$ cat config.mk
export PLATFORM = sky130hd
export DESIGN_NAME = sync_fifo_ctrl_flat
export DESIGN_NICKNAME = d
export VERILOG_FILES = /design/src/rtl/fifo_pkg.sv /design/src/rtl/sync_fifo_ctrl_if.sv /design/src/rtl/sync_fifo_ram.sv /design/src/rtl/sync_fifo_ctrl.sv /design/src/flat_wrapper.sv
export SDC_FILE = /design/constraint.sdc
export NUM_CORES = 1
export LEC_CHECK = 0
export ABC_AREA = 1
export CELL_PAD_IN_SITES_DETAIL_PLACEMENT = 0
export CELL_PAD_IN_SITES_GLOBAL_PLACEMENT = 2
export CORE_ASPECT_RATIO = 0.6
export CORE_MARGIN = 2
export CORE_UTILIZATION = 34
export DETAILED_ROUTE_END_ITERATION = 16
export PLACE_DENSITY_LB_ADDON = 0.1
export SLEW_MARGIN = 10
export SYNTH_ARGS = -nofsm -noshare
export SYNTH_HDL_FRONTEND = slang
export SYNTH_HIERARCHICAL = 1
export SYNTH_SLANG_ARGS = --single-unit
$ cat constraint.sdc
create_clock -name clk -period 4.41 [get_ports clk]
set_clock_uncertainty 0.1 [all_clocks]
set_input_delay 0.882 -clock clk [delete_from_list [all_inputs] [get_ports clk]]
set_output_delay 0.882 -clock clk [all_outputs]
set_load 0.01 [all_outputs]
$ cat src/rtl/fifo_pkg.sv
// Shared constants and elaboration helpers for the synchronous FIFO.
package fifo_pkg;

  localparam int unsigned FIFO_MODE_STD  = 0;
  localparam int unsigned FIFO_MODE_FWFT = 1;

  // True when both thresholds fall inside the range a FIFO of this depth can report.
  function automatic bit thresholds_ok(input int unsigned depth,
                                       input int unsigned af_level,
                                       input int unsigned ae_level);
    return (af_level >= 1) && (af_level <= depth) && (ae_level < depth);
  endfunction

endpackage

$ cat src/rtl/sync_fifo_ctrl_if.sv
// Producer/consumer bus of the synchronous FIFO: write side, read side, status and errors.
interface sync_fifo_ctrl_if #(
  parameter int unsigned DATA_WIDTH = 8,
  parameter int unsigned PTR_WIDTH  = 3
);

  logic                  w_en;
  logic [DATA_WIDTH-1:0] w_data;
  logic                  r_en;
  logic [DATA_WIDTH-1:0] r_data;
  logic                  full;
  logic                  empty;
  logic                  almost_full;
  logic                  almost_empty;
  logic [PTR_WIDTH:0]    count;
  logic                  overflow;
  logic                  underflow;
  logic                  clr_err;

  modport master (
    output w_en, w_data, r_en, clr_err,
    input  r_data, full, empty, almost_full, almost_empty, count, overflow, underflow
  );

  modport slave (
    input  w_en, w_data, r_en, clr_err,
    output r_data, full, empty, almost_full, almost_empty, count, overflow, underflow
  );

endinterface

$ cat src/rtl/sync_fifo_ram.sv
// Simple dual-port storage: synchronous write, unregistered read address path.
module sync_fifo_ram #(
  parameter int unsigned DATA_WIDTH = 8,
  parameter int unsigned PTR_WIDTH  = 3
) (
  input  logic                  clk,
  input  logic                  we,
  input  logic [PTR_WIDTH-1:0]  waddr,
  input  logic [DATA_WIDTH-1:0] wdata,
  input  logic [PTR_WIDTH-1:0]  raddr,
  output logic [DATA_WIDTH-1:0] rdata
);

  localparam int unsigned DEPTH = 1 << PTR_WIDTH;

  logic [DATA_WIDTH-1:0] mem [DEPTH];

  // Contents are deliberately not reset; pointers define what is valid.
  always_ff @(posedge clk) begin
    if (we) begin
      mem[waddr] <= wdata;
    end
  end

  assign rdata = mem[raddr];

endmodule

$ cat src/rtl/sync_fifo_ctrl.sv
// Single-clock FIFO controller: pointers, occupancy, thresholds, sticky errors and
// either a registered read port or a first-word-fall-through head.
module sync_fifo_ctrl
  import fifo_pkg::*;
#(
  parameter int unsigned DATA_WIDTH = 8,
  parameter int unsigned PTR_WIDTH  = 3,
  parameter int unsigned FWFT       = FIFO_MODE_STD,
  parameter int unsigned AF_LEVEL   = (1 << PTR_WIDTH) - 2,
  parameter int unsigned AE_LEVEL   = 2
) (
  input  logic            clk,
  input  logic            rst_n,
  sync_fifo_ctrl_if.slave bus
);

  localparam int unsigned DEPTH = 1 << PTR_WIDTH;
  localparam int unsigned CW    = PTR_WIDTH + 1;

  localparam logic [CW-1:0] DEPTH_C = CW'(DEPTH);
  localparam logic [CW-1:0] AF_C    = CW'(AF_LEVEL);
  localparam logic [CW-1:0] AE_C    = CW'(AE_LEVEL);

  if (!thresholds_ok(DEPTH, AF_LEVEL, AE_LEVEL) || (FWFT > FIFO_MODE_FWFT)) begin : g_bad_params
    $error("sync_fifo_ctrl: AF_LEVEL, AE_LEVEL or FWFT outside the legal range");
  end

  logic [CW-1:0]         wr_ptr;
  logic [CW-1:0]         rd_ptr;
  logic [CW-1:0]         cnt;
  logic [CW-1:0]         cnt_next;
  logic                  wr_acc;
  logic                  rd_acc;
  logic                  full_q;
  logic                  empty_q;
  logic                  af_q;
  logic                  ae_q;
  logic                  ovf_q;
  logic                  udf_q;
  logic [DATA_WIDTH-1:0] ram_rdata;

  // Acceptance is judged against registered state only.
  always_comb begin
    wr_acc   = bus.w_en & ~full_q;
    rd_acc   = bus.r_en & ~empty_q;
    cnt_next = cnt + CW'(wr_acc) - CW'(rd_acc);
  end

  // Pointers wrap naturally; the extra MSB toggles each pass.
  always_ff @(posedge clk or negedge rst_n) begin
    if (!rst_n) begin
      wr_ptr  <= '0;
      rd_ptr  <= '0;
      cnt     <= '0;
      full_q  <= 1'b0;
      empty_q <= 1'b1;
      af_q    <= 1'b0;
      ae_q    <= 1'b1;
    end else begin
      if (wr_acc) wr_ptr <= wr_ptr + CW'(1);
      if (rd_acc) rd_ptr <= rd_ptr + CW'(1);
      cnt     <= cnt_next;
      full_q  <= (cnt_next == DEPTH_C);
      empty_q <= (cnt_next == '0);
      af_q    <= (cnt_next >= AF_C);
      ae_q    <= (cnt_next <= AE_C);
    end
  end

  // Sticky errors; a new error in the clearing cycle wins over the clear.
  always_ff @(posedge clk or negedge rst_n) begin
    if (!rst_n) begin
      ovf_q <= 1'b0;
      udf_q <= 1'b0;
    end else begin
      ovf_q <= (ovf_q & ~bus.clr_err) | (bus.w_en & full_q);
      udf_q <= (udf_q & ~bus.clr_err) | (bus.r_en & empty_q);
    end
  end

  sync_fifo_ram #(
    .DATA_WIDTH (DATA_WIDTH),
    .PTR_WIDTH  (PTR_WIDTH)
  ) u_ram (
    .clk   (clk),
    .we    (wr_acc),
    .waddr (wr_ptr[PTR_WIDTH-1:0]),
    .wdata (bus.w_data),
    .raddr (rd_ptr[PTR_WIDTH-1:0]),
    .rdata (ram_rdata)
  );

  if (FWFT == FIFO_MODE_FWFT) begin : g_fwft
    // Head word is presented directly; only meaningful while not empty.
    assign bus.r_data = ram_rdata;
  end else begin : g_std
    logic [DATA_WIDTH-1:0] r_data_q;

    always_ff @(posedge clk or negedge rst_n) begin
      if (!rst_n) begin
        r_data_q <= '0;
      end else if (rd_acc) begin
        r_data_q <= ram_rdata;
      end
    end

    assign bus.r_data = r_data_q;
  end

  assign bus.full         = full_q;
  assign bus.empty        = empty_q;
  assign bus.almost_full  = af_q;
  assign bus.almost_empty = ae_q;
  assign bus.count        = cnt;
  assign bus.overflow     = ovf_q;
  assign bus.underflow    = udf_q;

endmodule

$ cat src/flat_wrapper.sv
// flat-port wrapper written by rule: the top's interface ports become plain ports
module sync_fifo_ctrl_flat import fifo_pkg::*;
#(
  parameter int unsigned DATA_WIDTH = 8,
  parameter int unsigned PTR_WIDTH  = 3,
  parameter int unsigned FWFT       = FIFO_MODE_STD,
  parameter int unsigned AF_LEVEL   = (1 << PTR_WIDTH) - 2,
  parameter int unsigned AE_LEVEL   = 2
)
  (clk, rst_n, bus_w_en, bus_w_data, bus_r_en, bus_clr_err, bus_r_data, bus_full, bus_empty, bus_almost_full, bus_almost_empty, bus_count, bus_overflow, bus_underflow);
  sync_fifo_ctrl_if #(.DATA_WIDTH(DATA_WIDTH), .PTR_WIDTH(PTR_WIDTH)) bus_i ();
  input  logic clk;
  input  logic rst_n;
  input wire logic [$bits(bus_i.w_en)-1:0] bus_w_en;
  input wire logic [$bits(bus_i.w_data)-1:0] bus_w_data;
  input wire logic [$bits(bus_i.r_en)-1:0] bus_r_en;
  input wire logic [$bits(bus_i.clr_err)-1:0] bus_clr_err;
  output wire logic [$bits(bus_i.r_data)-1:0] bus_r_data;
  output wire logic [$bits(bus_i.full)-1:0] bus_full;
  output wire logic [$bits(bus_i.empty)-1:0] bus_empty;
  output wire logic [$bits(bus_i.almost_full)-1:0] bus_almost_full;
  output wire logic [$bits(bus_i.almost_empty)-1:0] bus_almost_empty;
  output wire logic [$bits(bus_i.count)-1:0] bus_count;
  output wire logic [$bits(bus_i.overflow)-1:0] bus_overflow;
  output wire logic [$bits(bus_i.underflow)-1:0] bus_underflow;
  assign bus_i.w_en = bus_w_en;
  assign bus_i.w_data = bus_w_data;
  assign bus_i.r_en = bus_r_en;
  assign bus_i.clr_err = bus_clr_err;
  assign bus_r_data = bus_i.r_data;
  assign bus_full = bus_i.full;
  assign bus_empty = bus_i.empty;
  assign bus_almost_full = bus_i.almost_full;
  assign bus_almost_empty = bus_i.almost_empty;
  assign bus_count = bus_i.count;
  assign bus_overflow = bus_i.overflow;
  assign bus_underflow = bus_i.underflow;
  sync_fifo_ctrl #(.DATA_WIDTH(DATA_WIDTH), .PTR_WIDTH(PTR_WIDTH), .FWFT(FWFT), .AF_LEVEL(AF_LEVEL), .AE_LEVEL(AE_LEVEL)) u_core (.clk(clk), .rst_n(rst_n), .bus(bus_i));
endmodule
**Word-level counts from Yosys, hierarchy flattened**

Memories as Yosys holds them, arrays and structs flattened. A register that Yosys moved wholly into a read port is not among the register bits.
Index checks and enable logic that the tools add are counted.

- Logic and storage cells: 32
- Memory bits (writable): 64
- Register bits after elaboration: 18
- Output and inout bits: 18
- Memories: 1
- Input bits: 13

Memory list:

| name | words | width | rd ports | clocked after memory_dff | wr ports | RTL line | RTL |
|---|---|---|---|---|---|---|---|
| u_core.u_ram.mem | 8 | 8 | 1 | 1 | 1 | sync_fifo_ram.sv:16 | `logic [DATA_WIDTH-1:0] mem [DEPTH];` |

- Equality and inequality tests: 1
- Multiplexer cells: 2
- Add/subtract/negate cells: 4
- $lt $le $gt $ge: 2
- Bitwise gates (word level): 11
- Reduce and logical (&&, ||, !) cells: 2

Operator list:

| operator | count |
|---|---|
| $add 4x1->4 const B | 2 |
| $and 1x1->1 | 6 |
| $add 4x1->4 | 1 |
| $eq 4x4->1 const B | 1 |
| $ge 4x3->1 const B | 1 |
| $le 4x2->1 const B | 1 |
| $logic_not 4->1 | 1 |
| $sub 4x1->4 | 1 |
| $not 1->1 | 3 |
| $mux 1 | 2 |
| $or 1x1->1 | 2 |
| $logic_not 1->1 | 1 |

**Depth between registers and ports, before layout**

- Word-level depth: 5
- Depth in mapped cells: 13
- Depth with buffers taken out: 13

**Hierarchy**

Netlist, hierarchy kept.

Modules (own cells, without submodules):

| module | times used | cells an instance | seq. area each (um^2) | area each (um^2) |
|---|---|---|---|---|
| sync_fifo_ram | 1 | 295 | 1921.8 | 2890.3 |
| sync_fifo_ctrl | 1 | 114 | 603.1 | 1069.8 |

**Worst setup path after synthesis**

Ideal clock, no wire load.

- Path type: input to register
- Start point: in bus_r_en
- End point: reg u_core.full_q, in the netlist u_core/bus.full
- Path slack: 1.715 ns
- Data required time: 4.238 ns
- Buffers on the path: 1
- Cell stages on the path: 11
- Setup time: 0.072 ns
- Arrival: 2.523 ns
- Cell sequence: inv_1 -> nor2_2 -> buf_4 -> ha_1 -> inv_1 -> ha_1 -> inv_1 -> fa_1 -> xor2_1 -> nand3_2 -> nor2_1

- Word-level cells in the longest chain between the ends: 3

Ends and longest elaborated chain:

| item | RTL line | RTL |
|---|---|---|
| start, declared | flat_wrapper.sv:16 | `input wire logic [$bits(bus_i.r_en)-1:0] bus_r_en;` |
| $and 1x1->1 | sync_fifo_ctrl.sv:45 | `rd_acc = bus.r_en & ~empty_q;` |
| net u_core.rd_acc | sync_fifo_ctrl.sv:33 | `logic rd_acc;` |
| $sub 4x1->4 | sync_fifo_ctrl.sv:46 | `cnt_next = cnt + CW'(wr_acc) - CW'(rd_acc);` |
| $eq 4x4->1 | sync_fifo_ctrl.sv:63 | `full_q <= (cnt_next == DEPTH_C);` |
| end signal, assigned | sync_fifo_ctrl.sv:63 |  |
| end, declared | sync_fifo_ctrl.sv:34 | `logic full_q;` |

The timed path passes the listed nets, and every way through them passes these cells.
A chain may end at the register's enable or synchronous reset.

**Final worst setup path**

- Start point: in bus_w_en
- End point: reg u_core.full_q, in the netlist u_core/bus.full

- Word-level cells in the longest chain between the ends: 4

Ends and longest elaborated chain:

| item | RTL line | RTL |
|---|---|---|
| start, declared | flat_wrapper.sv:14 | `input wire logic [$bits(bus_i.w_en)-1:0] bus_w_en;` |
| $and 1x1->1 | sync_fifo_ctrl.sv:44 | `wr_acc = bus.w_en & ~full_q;` |
| net u_core.wr_acc | sync_fifo_ctrl.sv:32 | `logic wr_acc;` |
| $add 4x1->4 | sync_fifo_ctrl.sv:46 |  |
| $sub 4x1->4 | sync_fifo_ctrl.sv:46 |  |
| $eq 4x4->1 | sync_fifo_ctrl.sv:63 |  |

The timed path passes the listed nets, and every way through them passes these cells.

==> results.yml <==
placed_design:
  gp_congestion: 0.731
  pre_cts_ws_ns: 0.911
  io_buffers: 30
  post-dp-hpwl_mm: 5.74
power_and_ir_drop:
  power_w: 0.00318
  peakVddDrop_uv: 309
  powerDensity_mw_per_mm2: 673
  cellLeakagePower_nw: 2.21
route:
  via_per_inst: 4.17
  ant_nets: 0
  wl_mm: 8.93
  drt_iter0_markers: 125
  drc: 0
  firstDrtPassIters: 4
  avgRoutedWirePerCell_um: 14.6
  via_count: 2551
clocking:
  path_clk_slew_ns: 0.06
  cts_resized: 0
  clkLatencyLatePin_ns: 0.34
  htreeDepth: 3
  ctsHoldBuffers: 0
  cts_tree: "built"
  cts_setup_buffers: 0
  numCtsBuffers: 9
  root_buffer: "clkbuf_16"
  cts_num_sinks: 88
  clk_path_buf_depth: 2
die:
  die_h_um: 87.6
  die_area_mm2: 0.0126
  row_count: 30
  start_util_pct: 34.9
  die_w_um: 143
  ios: 31
  core_area_mm2: 0.0113
synthesis:
  synth_seq_area_share_pct: 63.8
  syn_area_per_cell_um2: 9.68
  syn-num-nets: 429
  yosysTopAreaCellShare_pct: 48.5
  synth_cells: 409
  ys_top_cells_by_area: "edfxtp_1 49%, nand2_1 15%, dfrtp_1 14%, inv_1 7.7%, nand3_1 4.4%"
  syn_area_mm2: 0.00396
  ys_types: 21
  ys_seq_elements: 88
  yosysWarningCount: 6
  yosysTopAreaCell: "edfxtp_1"
sta:
  setup_ws_ns: 1.28
  rsz0062_at_grt: "no"
  relSlewSlack_pct: 37.2
  max_freq_mhz: 319
  slew_violations: 0
  hold_viol_final: 0
  worst_pin_slew_ns: 0.939
  setup_viol: 0
  tns_ns: 0
  min_period_ns: 3.13
  holdWs_ns: 0.372
  finalCritPeriodShare_pct: 71.0
setup_path:
  end_kind: "flop"
  cp-start-kind: "input pin"
  worstPathMaxFanout: 6
  worstSetupPathType: "input pin to flop"
  cp_data_arrival_time_ns: 3.30
  required_ns: 4.57
final_layout:
  num_antenna_cells: 0
  area_growth_pct: 19.2
  num-nets-final: 467
  drive_gt1_share_pct: 7.96
global_routing:
  antenna_found_initial: 0
  grt_max_degree: 35
  grt_pass1_vias: 2472
  grt_pass1_wl_mm: 14.3
  gr-usage-all-layers_pct: 16.0
  grt_overflow: 0
run:
  drv_cap: 0
worst_hold_path:
  min_path_type: "flop to flop"
outcome:
  status: "completed"
[metrics by stage]
step / utilization [%] / instance area (µm²) / std cells
3_3_place_gp: 39.0 / 4420 / 596
5_1_grt: 41.6 / 4720 / 612
2_1_floorplan: - / 3960 / 409
6_report: 41.6 / 4720 / 612
4_1_cts: 41.7 / 4730 / 612
3_5_place_dp: 39.0 / 4420 / 596
[area by class of cell]
class / count / area [µm²]
fillers: 1146 / 6620
flip-flops and latches: 88 / 2520
multi-input cells: 223 / 1000
repair buffers: 39 / 363
inverters: 86 / 325
clock buffers: 12 / 236
well taps: 160 / 200
clock inverters: 4 / 68.8
[logic make-up after synthesis]
group	synth area share (%)
and+or+nand+nor	21.4
buffers and inverters	10.9
DFF	63.8
adders and majority gates	2.40
xor gates and xnor gates	1.11
AOI/OAI and AO/OA	0.379
[metal layers]
metal	wire [µm]	global-route usage, %	vias up	share of wire [%]
met3	294	3.44	10	3.3
met2	3750	23.4	27	42
li1	-	-	1327	-
met1	4770	23.7	1187	53
met4	117	5.35	0	1.3
met5	0	0	-	0
[cells in the mapped netlist (all sizes together)]
master	instances
dfrtp	22
inv	86
buf	12
edfxtp	64
o21ai	3
nand3	36
nand2	156
fa	1
dfstp	2
ha	6
xor2	3
nor2	15
xnor2	2
or2	1
[sequential cells by signal (all words and copies together), names as in the netlist]
register and count:
u_core/wr_ptr 3, u_core/bus.almost_empty 1, u_core/bus.count 4, u_core/rd_ptr 3, u_core/bus.r_data 8, u_core/bus.empty 1, u_core/u_ram/mem 64, u_core/bus.underflow 1
u_core/bus.almost_full 1, u_core/bus.full 1, u_core/bus.overflow 1
[critical path, stage by stage]
cell and delay [ns]:
clkdlybuf4s50_1 0.47, inv_1 0.05, nor2_2 0.20, inv_1 0.10
ha_1 0.30, inv_1 0.07, ha_1 0.16, inv_1 0.05
fa_1 0.38, xor2_1 0.34, nand3_2 0.15, nor2_1 0.13
[placed cells by master (no fill, tap or decap), types with 3 or more instances in the layout]
cell type,netlist,final
ha_1,6,6
inv_2,4,4
clkbuf_1,0,3
nand3_1,35,35
nor2_1,12,12
nand2_1,154,154
dfrtp_1,22,22
xor2_1,3,3
buf_4,4,9
o21ai_0,3,3
edfxtp_1,64,64
nor2_2,3,3
inv_1,81,81
clkbuf_16,0,9
clkdlybuf4s50_1,0,29
[worst paths after layout]
check	start	to	slack (ns)	depth (start not counted)
setup / recovery	bus_w_en	u_core/bus.full	1.28	12
hold / removal	u_core/bus.r_data[0]	u_core/bus.r_data[0]	0.37	2
setup reg to reg	u_core/bus.full	u_core/bus.full	1.89	10
hold reg to reg	u_core/bus.r_data[0]	u_core/bus.r_data[0]	0.37	2
max in group asynchronous	rst_n	u_core/bus.empty	3.41	1
min in group asynchronous	rst_n	u_core/bus.underflow	0.43	1
[power by group]
part           switching, W  internal [W]
clock              0.000298      0.000494
sequential         0.000114       0.00108
combinational      0.000749      0.000440
No activity file was read; power rests on OpenSTA's default activity.
